===== src/rtl/port_arbiter2.sv =====
// Two-port round-robin arbiter with locked grants, back-to-back hand-off and a registered payload mux select.
// Optional grant watchdog is built when PORT_ARBITER2_TIMEOUT_EN is defined.
module mux2 #(
    parameter int W = 32
) (
    input  logic         s,
    input  logic [W-1:0] a,
    input  logic [W-1:0] b,
    output logic [W-1:0] y
);
    assign y = s ? b : a;
endmodule

module port_arbiter2 #(
    parameter int n       = 32,
    parameter int TIMEOUT = 15
) (
    input  logic         clk,
    input  logic         reset,
    input  logic         req0,
    input  logic         req1,
    input  logic [n-1:0] d0,
    input  logic [n-1:0] d1,
    input  logic         done,
    output logic         gnt0,
    output logic         gnt1,
    output logic         sel,
    output logic [n-1:0] y,
    output logic         busy,
    output logic         timeout,
    output logic [1:0]   state_dbg,
    output logic         last_dbg
);
    typedef enum logic [1:0] {
        IDLE   = 2'd0,
        GRANT0 = 2'd1,
        GRANT1 = 2'd2
    } state_t;

    state_t state_q, state_d;
    logic   last_q, sel_q;
    logic   expire, release_now, entry;

`ifdef PORT_ARBITER2_TIMEOUT_EN
    localparam int CW = $clog2(TIMEOUT + 1);
    logic [CW-1:0] cnt_q;
    logic          timeout_q;

    // done on the expiry cycle wins: that is a normal completion, not a timeout.
    assign expire = (state_q != IDLE) && !done && (cnt_q == CW'(TIMEOUT - 1));

    always_ff @(posedge clk) begin
        if (reset) begin
            cnt_q     <= '0;
            timeout_q <= 1'b0;
        end else begin
            timeout_q <= expire;
            if (entry)
                cnt_q <= '0;
            else if (state_q != IDLE && !done)
                cnt_q <= cnt_q + CW'(1);
        end
    end

    assign timeout = timeout_q;
`else
    wire unused_timeout_cfg = |TIMEOUT;
    assign expire  = 1'b0;
    assign timeout = 1'b0;
`endif

    assign release_now = (state_q != IDLE) && (done || expire);

    // A release arbitrates on the same edge: the other side first, then re-grant, else idle.
    always_comb begin
        state_d = state_q;
        case (state_q)
            IDLE: begin
                if (req0 && req1)
                    state_d = last_q ? GRANT0 : GRANT1;
                else if (req0)
                    state_d = GRANT0;
                else if (req1)
                    state_d = GRANT1;
            end
            GRANT0: begin
                if (release_now) begin
                    if (req1)
                        state_d = GRANT1;
                    else if (req0)
                        state_d = GRANT0;
                    else
                        state_d = IDLE;
                end
            end
            GRANT1: begin
                if (release_now) begin
                    if (req0)
                        state_d = GRANT0;
                    else if (req1)
                        state_d = GRANT1;
                    else
                        state_d = IDLE;
                end
            end
            default: state_d = IDLE;
        endcase
    end

    assign entry = (state_d != IDLE) && ((state_q == IDLE) || release_now);

    always_ff @(posedge clk) begin
        if (reset) begin
            state_q <= IDLE;
            last_q  <= 1'b1;
            sel_q   <= 1'b0;
        end else begin
            state_q <= state_d;
            if (entry) begin
                last_q <= (state_d == GRANT1);
                sel_q  <= (state_d == GRANT1);
            end
        end
    end

    assign gnt0      = (state_q == GRANT0);
    assign gnt1      = (state_q == GRANT1);
    assign busy      = gnt0 | gnt1;
    assign sel       = sel_q;
    assign state_dbg = state_q;
    assign last_dbg  = last_q;

    mux2 #(.W(n)) u_mux (
        .s (sel_q),
        .a (d0),
        .b (d1),
        .y (y)
    );
endmodule


===== config.mk =====
export PLATFORM = sky130hd
export DESIGN_NAME = port_arbiter2
export DESIGN_NICKNAME = d
export VERILOG_FILES = /design/src/rtl/port_arbiter2.sv
export SDC_FILE = /design/constraint.sdc
export NUM_CORES = 1
export LEC_CHECK = 0
export ABC_CLOCK_PERIOD_IN_PS = 1450
export BUFFER_PORTS_ARGS = -buffer_cell sky130_fd_sc_hd__buf_2
export CAP_MARGIN = 10
export CORE_MARGIN = 1.5
export CORE_UTILIZATION = 26
export CTS_CLUSTER_DIAMETER = 80
export DETAILED_ROUTE_END_ITERATION = 8
export PLACE_DENSITY = 0.87
export RECOVER_POWER = 25
export SYNTH_ARGS = -nofsm -noshare
export SYNTH_HDL_FRONTEND = slang
export SYNTH_SLANG_ARGS = --single-unit

===== constraint.sdc =====
create_clock -name clk -period 1.45 [get_ports clk]
set_input_delay 0.145 -clock clk [delete_from_list [all_inputs] [get_ports clk]]
set_output_delay 0.145 -clock clk [all_outputs]
set_load 0.05 [all_outputs]

==> results.yml, run 1 <==
place:
  place_ws_ns: -0.1065
  port_buffers: 107
  hpwl_mm: 2.282
  dp.cells: 215
  place.gp.congestion: 0.9242
power:
  p_clk_share_pct: 4.7
  powerDensity_mw_per_mm2: 1710
  p_int_mw: 1.577
  switching_share_pct: 51.32
  p_seq_share_pct: 6.9
  pwr-share-comb_pct: 88.4
  peakVddDrop_mv: 1.628
  switching_power_mw: 1.662
  p_leak_nw: 0.9999
setup_path:
  cp-end-kind: "flop"
  reg2reg_depth: 6
  path_class: "reg -> reg"
  r2r_end: "sel$_SDFFE_PP0P_"
  worst-path-max-fanout: 4
  r2r-start: "state_dbg[1]$_SDFF_PP0_"
  arrival_ns: 1.63
  r2r_slack_ns: -0.04
  critical_path_required_ns: 1.59
  start_kind: "flop"
finish:
  drive_gt1_share_pct: 89.34
  diodes: 0
  instances_no_fill: 227
  final_nets: 271
  multiInputGateArea_um2: 775.7
  finalCoreUtilization_pct: 75.10
  synthToLayoutAreaGrowth_pct: 170.8
  seq_area_um2: 91.34
  fillCellCount: 180
synth:
  synthAdderAreaFrac_pct: 7.156
  yosysWarningCount: 0
  netlist_instances: 74
  synthDistinctLibCells: 22
  netlist_area_um2: 699.4
  syn_area_per_cell_um2: 9.452
  synth_compound_area_share_pct: 11.09
  yosys.area_share.simple_pct: 12.34
  ys_seq_elements: 4
  seq_area_frac_synth_pct: 11.45
  synth_top_family_by_area: "multiplexers"
  postSynthNetCount: 147
  muxShareOfSynthArea_pct: 51.52
  synth_xor_area_share_pct: 0
outcome:
  status: "finished, violations left"
  failed_checks: "negative setup slack"
timing:
  timing.fmax_mhz: 670.9
  holdWs_ns: 0.1453
  slew-limit-headroom_pct: 60.96
  fin_skew_ns: 0.003386
  fin_crit_sh_pct: 102.8
  hold_violations: 0
  rsz0062_at_grt: "yes"
  fin_setup_tns_ns: -0.3688
  period_minus_slack_ns: 1.490
  worstMarginPinSlew_ns: 0.5881
  finalSetupViolations: 23
  drv_slew: 0
  postLayoutSetupSlackWorst_ns: -0.04044
floorplan:
  fp.dieW_um: 54.87
  coreArea_mm2: 0.002522
  io_pins: 109
  die_area_mm2: 0.003010
  dieHeight_um: 54.87
  row_count: 18
  start_util_pct: 27.73
clock_network:
  cts_tree: "yes"
  cts.sinks: 4
  ctsRootBufferMaster: "clkbuf_4"
  htree_levels: 1
  cts.clk_slew.worst_paths_ns: 0.04
  cts-buffers-inserted: 3
  cts_buffer_depth: 2
  clk_latency_ns: 0.23
grt:
  grt_usage_pct: 18.53
  grt_pass1_vias: 958
  antenna_found_initial: 0
  grt_max_degree: 11
  overflow: 0
  grt_pass1_wl_mm: 4.002
run:
  maxCapViolCount: 0
detailed_routing:
  vias_per_cell: 4.714
  drc: 0
  detail-route-antenna-nets: 0
  wirelength_mm: 2.960
  drt_iter0_drc: 10
  dr.pass1.iters: 4
  routedWlPerCell_um: 13.04
  vias: 1070
hold_path:
  holdCritPathClass: "in -> reg"
  hold-path-endpoint: "sel$_SDFFE_PP0P_"
  worstHoldStart: "reset"
  hold_depth: 2
[flip-flops by register name, summed over array words and instances (netlist names)]
name,count
state_dbg,2
last_dbg,1
sel,1
[power groups by stage]
stage	logic, mW	clock network, mW	registers (mW)
finish	2.86	0.151	0.224
floorplan	1.64	0	0.350
detailed placement	2.22	0	0.242
global route	3.00	0.168	0.233
global placement	2.20	0	0.241
CTS	2.67	0.154	0.217
[synthesized netlist by cell type (all sizes together)]
master | instances | area share [%]
mux2 | 32 | 52
nor3 | 5 | 3.6
buf | 4 | 3.2
dfxtp | 4 | 11
ha | 4 | 7.2
inv | 4 | 2.1
nor2 | 4 | 2.1
nor2b | 3 | 2.7
o211a | 2 | 2.9
a211o | 1 | 1.3
a21boi | 1 | 1.1
a221oi | 1 | 1.3
a311oi | 1 | 1.3
clkbuf | 1 | 0.54
conb | 1 | 0.54
nand2b | 1 | 0.90
nor3b | 1 | 1.8
nor4b | 1 | 1.3
o21bai | 1 | 1.1
o2bb2ai | 1 | 1.3
o31ai | 1 | 1.1
[worst max-delay path by stage]
stage,start,endpoint,slack [ns],cells after the start
global route,state_dbg[1]$_SDFF_PP0_,last_dbg$_SDFFE_PP1P_,-0.10,6
CTS,state_dbg[1]$_SDFF_PP0_,sel$_SDFFE_PP0P_,-0.05,6
global placement,state_dbg[0]$_SDFF_PP0_,sel$_SDFFE_PP0P_,-0.08,6
finish,state_dbg[1]$_SDFF_PP0_,sel$_SDFFE_PP0P_,-0.04,6
floorplan,state_dbg[1]$_SDFF_PP0_,sel$_SDFFE_PP0P_,-0.21,6
detailed placement,state_dbg[0]$_SDFF_PP0_,sel$_SDFFE_PP0P_,-0.11,6
[metal layers]
| layer | up-vias | wire, µm | track usage [%] |
|---|---|---|---|
| li1 | 521 | - | - |
| met1 | 489 | 984 | 17.81 |
| met2 | 56 | 1725 | 37.90 |
| met3 | 4 | 221 | 2.732 |
| met4 | 0 | 29 | 7.500 |
| met5 | - | 0 | 0 |
[critical path, stage by stage (launching register included)]
cell and delay, ns:
dfxtp_4 0.35, buf_4 0.14, ha_4 0.16, nor2_2 0.14, nor3_1 0.06, a211o_1 0.31
a221oi_2 0.24
[logic make-up after synthesis]
group | count (synthesis)
mux | 32
simple gates | 15
compound gates | 9
buf+inv | 9
fa+ha+maj | 4
flops | 4
other cells | 1
[cells in the final DEF (no fill, tap or decap), types with 2 or more instances in the layout]
cell type and n:
nor2_2 2, clkbuf_1 3, mux2_4 29, o211a_1 2, nor3_1 4, buf_2 76, ha_4 2, nor2_1 2
inv_1 2, buf_6 28, clkbuf_4 3, dfxtp_4 3, inv_4 2, mux2_2 3, nor2b_4 2, buf_12 4
clkbuf_16 2, buf_4 11
[cell type report]
cell class | instances | area share, %
Clock buffer | 4 | 1.387
Inverter | 4 | 1.057
Multi-Input combinational cell | 61 | 40.95
Sequential cell | 4 | 4.822
Tap cell | 30 | 1.982
Timing Repair Buffer | 124 | 49.80
[through the flow]
stage | cell area [µm²] | total power, mW
2_1_floorplan | 859.6 | 1.991
3_3_place_gp | 1491 | 2.441
3_5_place_dp | 1491 | 2.460
4_1_cts | 1792 | 3.046
5_1_grt | 1894 | 3.399
6_report | 1894 | 3.239
[timing repair]
item / in CTS / in global routing
buffers inserted: 4 / 1
endpoints found under the setup margin: 30 / 34
cloned: 1 / 2
gates resized for setup: 60 / 12
pin swaps: 7 / 2
hold buffers: 0 / 0
Power figures use the tool's default switching activity.
==> run 2: changes to the inputs <==
BUFFER_PORTS_ARGS = unset   (was -buffer_cell sky130_fd_sc_hd__buf_2)
CORE_AREA = 2 2 42 44   (was unset)
CORE_MARGIN = unset   (was 1.5)
CORE_UTILIZATION = unset   (was 26)
DIE_AREA = 0 0 44 46   (was unset)
DONT_BUFFER_PORTS = 1   (was unset)
MAX_ROUTING_LAYER = met4   (was unset)
PLACE_DENSITY = 0.72   (was 0.87)
==> run 2 against run 1 <==
Compared with the run above: the run still ends with negative setup slack left; cell count is 50% lower; combinational power is 23% lower; first-iteration DRC count shrank 60%; sequential power is 3% higher; fmax fell by 3.5%; non-clock buffer count down 101; core utilization decreased by 6.7 points; final area fell by 42%; wire length fell by 11%.
==> results.yml, run 2 (synthesis gave the netlist of run 1 again) <==
setup_path:
  arrival_ns: 1.69
  cp-startpoint: "state_dbg[1]$_SDFF_PP0_"
  cp_num_cells: 6
  crit_slowest_cell: "dfxtp_4"
  crit_family: "compound AO/OA/AOI/OAI gates"
  cp-end-kind: "flop"
  start_kind: "flop"
  worst-path-max-fanout: 3
  critical_path_required_ns: 1.59
  crit_path_max_incr_delay_ns: 0.36
  r2r-start: "state_dbg[1]$_SDFF_PP0_"
  cp_num_buf_inv: 1
  path_class: "reg -> reg"
  path_cells: "inv_4 -> ha_4 -> nor2b_4 -> o211a_1 -> a211o_1 -> a221oi_2"
  reg2reg_depth: 6
detailed_routing:
  drt_iter0_drc: 4
  vias: 710
  routedWlPerCell_um: 23.22
  detail-route-antenna-nets: 0
  vias_per_cell: 6.283
  wirelength_mm: 2.624
  drc: 0
  dr.pass1.iters: 4
grt:
  antenna_found_initial: 0
  overflow: 0
  grt_max_degree: 14
  grt_pass1_vias: 712
  grt_pass1_wl_mm: 3.305
  grt_usage_pct: 24.45
power:
  p_leak_nw: 0.5187
  p_int_mw: 1.031
  powerDensity_mw_per_mm2: 2334
  peakVddDrop_mv: 1.397
  switching_share_pct: 59.96
  total_power_mw: 2.576
  p_seq_share_pct: 8.9
  switching_power_mw: 1.544
  p_clk_share_pct: 6.1
  pwr-share-comb_pct: 85.0
floorplan:
  coreArea_mm2: 0.001614
  dieHeight_um: 46
  row_count: 15
  fp.dieW_um: 44
  start_util_pct: 43.33
  die_area_mm2: 0.002024
  io_pins: 109
finish:
  mostFrequentLayoutCells: "mux2_4, buf_4, nor3_1, clkbuf_2"
  layout_commonest_cell: "mux2_4"
  instances_no_fill: 113
  synthToLayoutAreaGrowth_pct: 57.78
  final_nets: 170
  fillCellCount: 120
  finalCoreUtilization_pct: 68.37
  diodes: 0
  largest_reg_flops: 2
  drive_gt1_share_pct: 73.96
clock_network:
  ctsRootBufferMaster: "clkbuf_4"
  cts_buffer_depth: 2
  htree_levels: 1
  cts.sinks: 4
  cts.clk_slew.worst_paths_ns: 0.04
  cts_tree: "yes"
  clk_latency_ns: 0.24
  cts-buffers-inserted: 3
hold_path:
  holdCritPathClass: "in -> reg"
  hold_depth: 2
  worstHoldStart: "reset"
timing:
  timing.fmax_mhz: 647.2
  rsz0062_at_grt: "yes"
  fin_skew_ns: 0.005109
  drv_slew: 0
  period_minus_slack_ns: 1.545
  postLayoutSetupSlackWorst_ns: -0.09503
  fin_crit_sh_pct: 106.6
  hold_violations: 0
  finalSetupViolations: 3
place:
  port_buffers: 0
  hpwl_mm: 2.078
  dp.cells: 103
  place.gp.congestion: 0.7887
outcome:
  failed_checks: "negative setup slack"
  status: "finished, violations left"
run:
  maxCapViolCount: 0
-- run 2: cell types whose count changed in the layout (fill, tap and decap cells not counted), moves of 2 or more --
cell,before,now
buf_12,4,2
buf_2,76,1
buf_4,11,15
buf_6,28,0
clkbuf_1,3,1
clkbuf_16,2,0
clkbuf_2,0,4
mux2_1,0,3
mux2_2,3,0
-- run 2: final cells by class --
cell class,count,area [µm²],area share [%]
clock buffer,4,26.28,2.381
inverter,4,20.02,1.814
multi-input combinational,61,757.0,68.59
sequential,4,91.34,8.277
tap,17,21.27,1.927
timing repair buffer,23,187.7,17.01
-- run 2: through the flow --
| stage | hold WS [ns] | setup slack [ns] | setup TNS [ns] | cell area [µm²] |
|---|---|---|---|---|
| after CTS | 0.06719 | -0.08514 | -0.1408 | 1069 |
| after detailed placement | 0.2132 | -0.1446 | -0.2139 | 999.7 |
| after floorplan | 0.2064 | -0.2105 | -0.4958 | 859.6 |
| final | 0.06222 | -0.09503 | -0.2000 | 1104 |
| after global placement | 0.2128 | -0.06061 | -0.1151 | 999.7 |
| after global routing | 0.06699 | -0.1465 | -0.3864 | 1104 |
-- run 2: power groups by stage --
stage                     registers, mW  logic [mW]  clock network, mW
after floorplan                   0.350        1.64                  0
after global placement            0.250        2.04                  0
after detailed placement          0.252        2.06                  0
after CTS                         0.250        2.11              0.160
after global routing              0.237        2.26              0.172
final                             0.230        2.19              0.156
-- run 2: path summary, 6_finish.rpt --
path / slack, ns / to
max: -0.1 / sel$_SDFFE_PP0P_
min: 0.06 / last_dbg$_SDFFE_PP1P_
max reg2reg: -0.1 / sel$_SDFFE_PP0P_
min reg2reg: 0.72 / sel$_SDFFE_PP0P_
-- run 2: metal layers --
metal	GRT usage (%)	vias to the layer above	part of all wire [%]
met5	-	-	0
met4	13.33	0	0.88
met3	14.29	4	15
met2	39.12	59	51
met1	23.06	328	33
li1	-	319	-
-- run 2: what timing repair did --
item	CTS	global route
resized for setup	3	6
pin swaps	4	2
gates cloned	0	0
setup endpoints to repair	3	28
endpoints found under the hold margin	3	0
hold buffers	1	0
setup buffers	2	3
-- run 2: worst reg2reg max path, stage by stage (launching register included) --
cell,delay [ns]
dfxtp_4,0.36
inv_4,0.05
ha_4,0.15
nor2b_4,0.11
o211a_1,0.21
a211o_1,0.31
a221oi_2,0.26
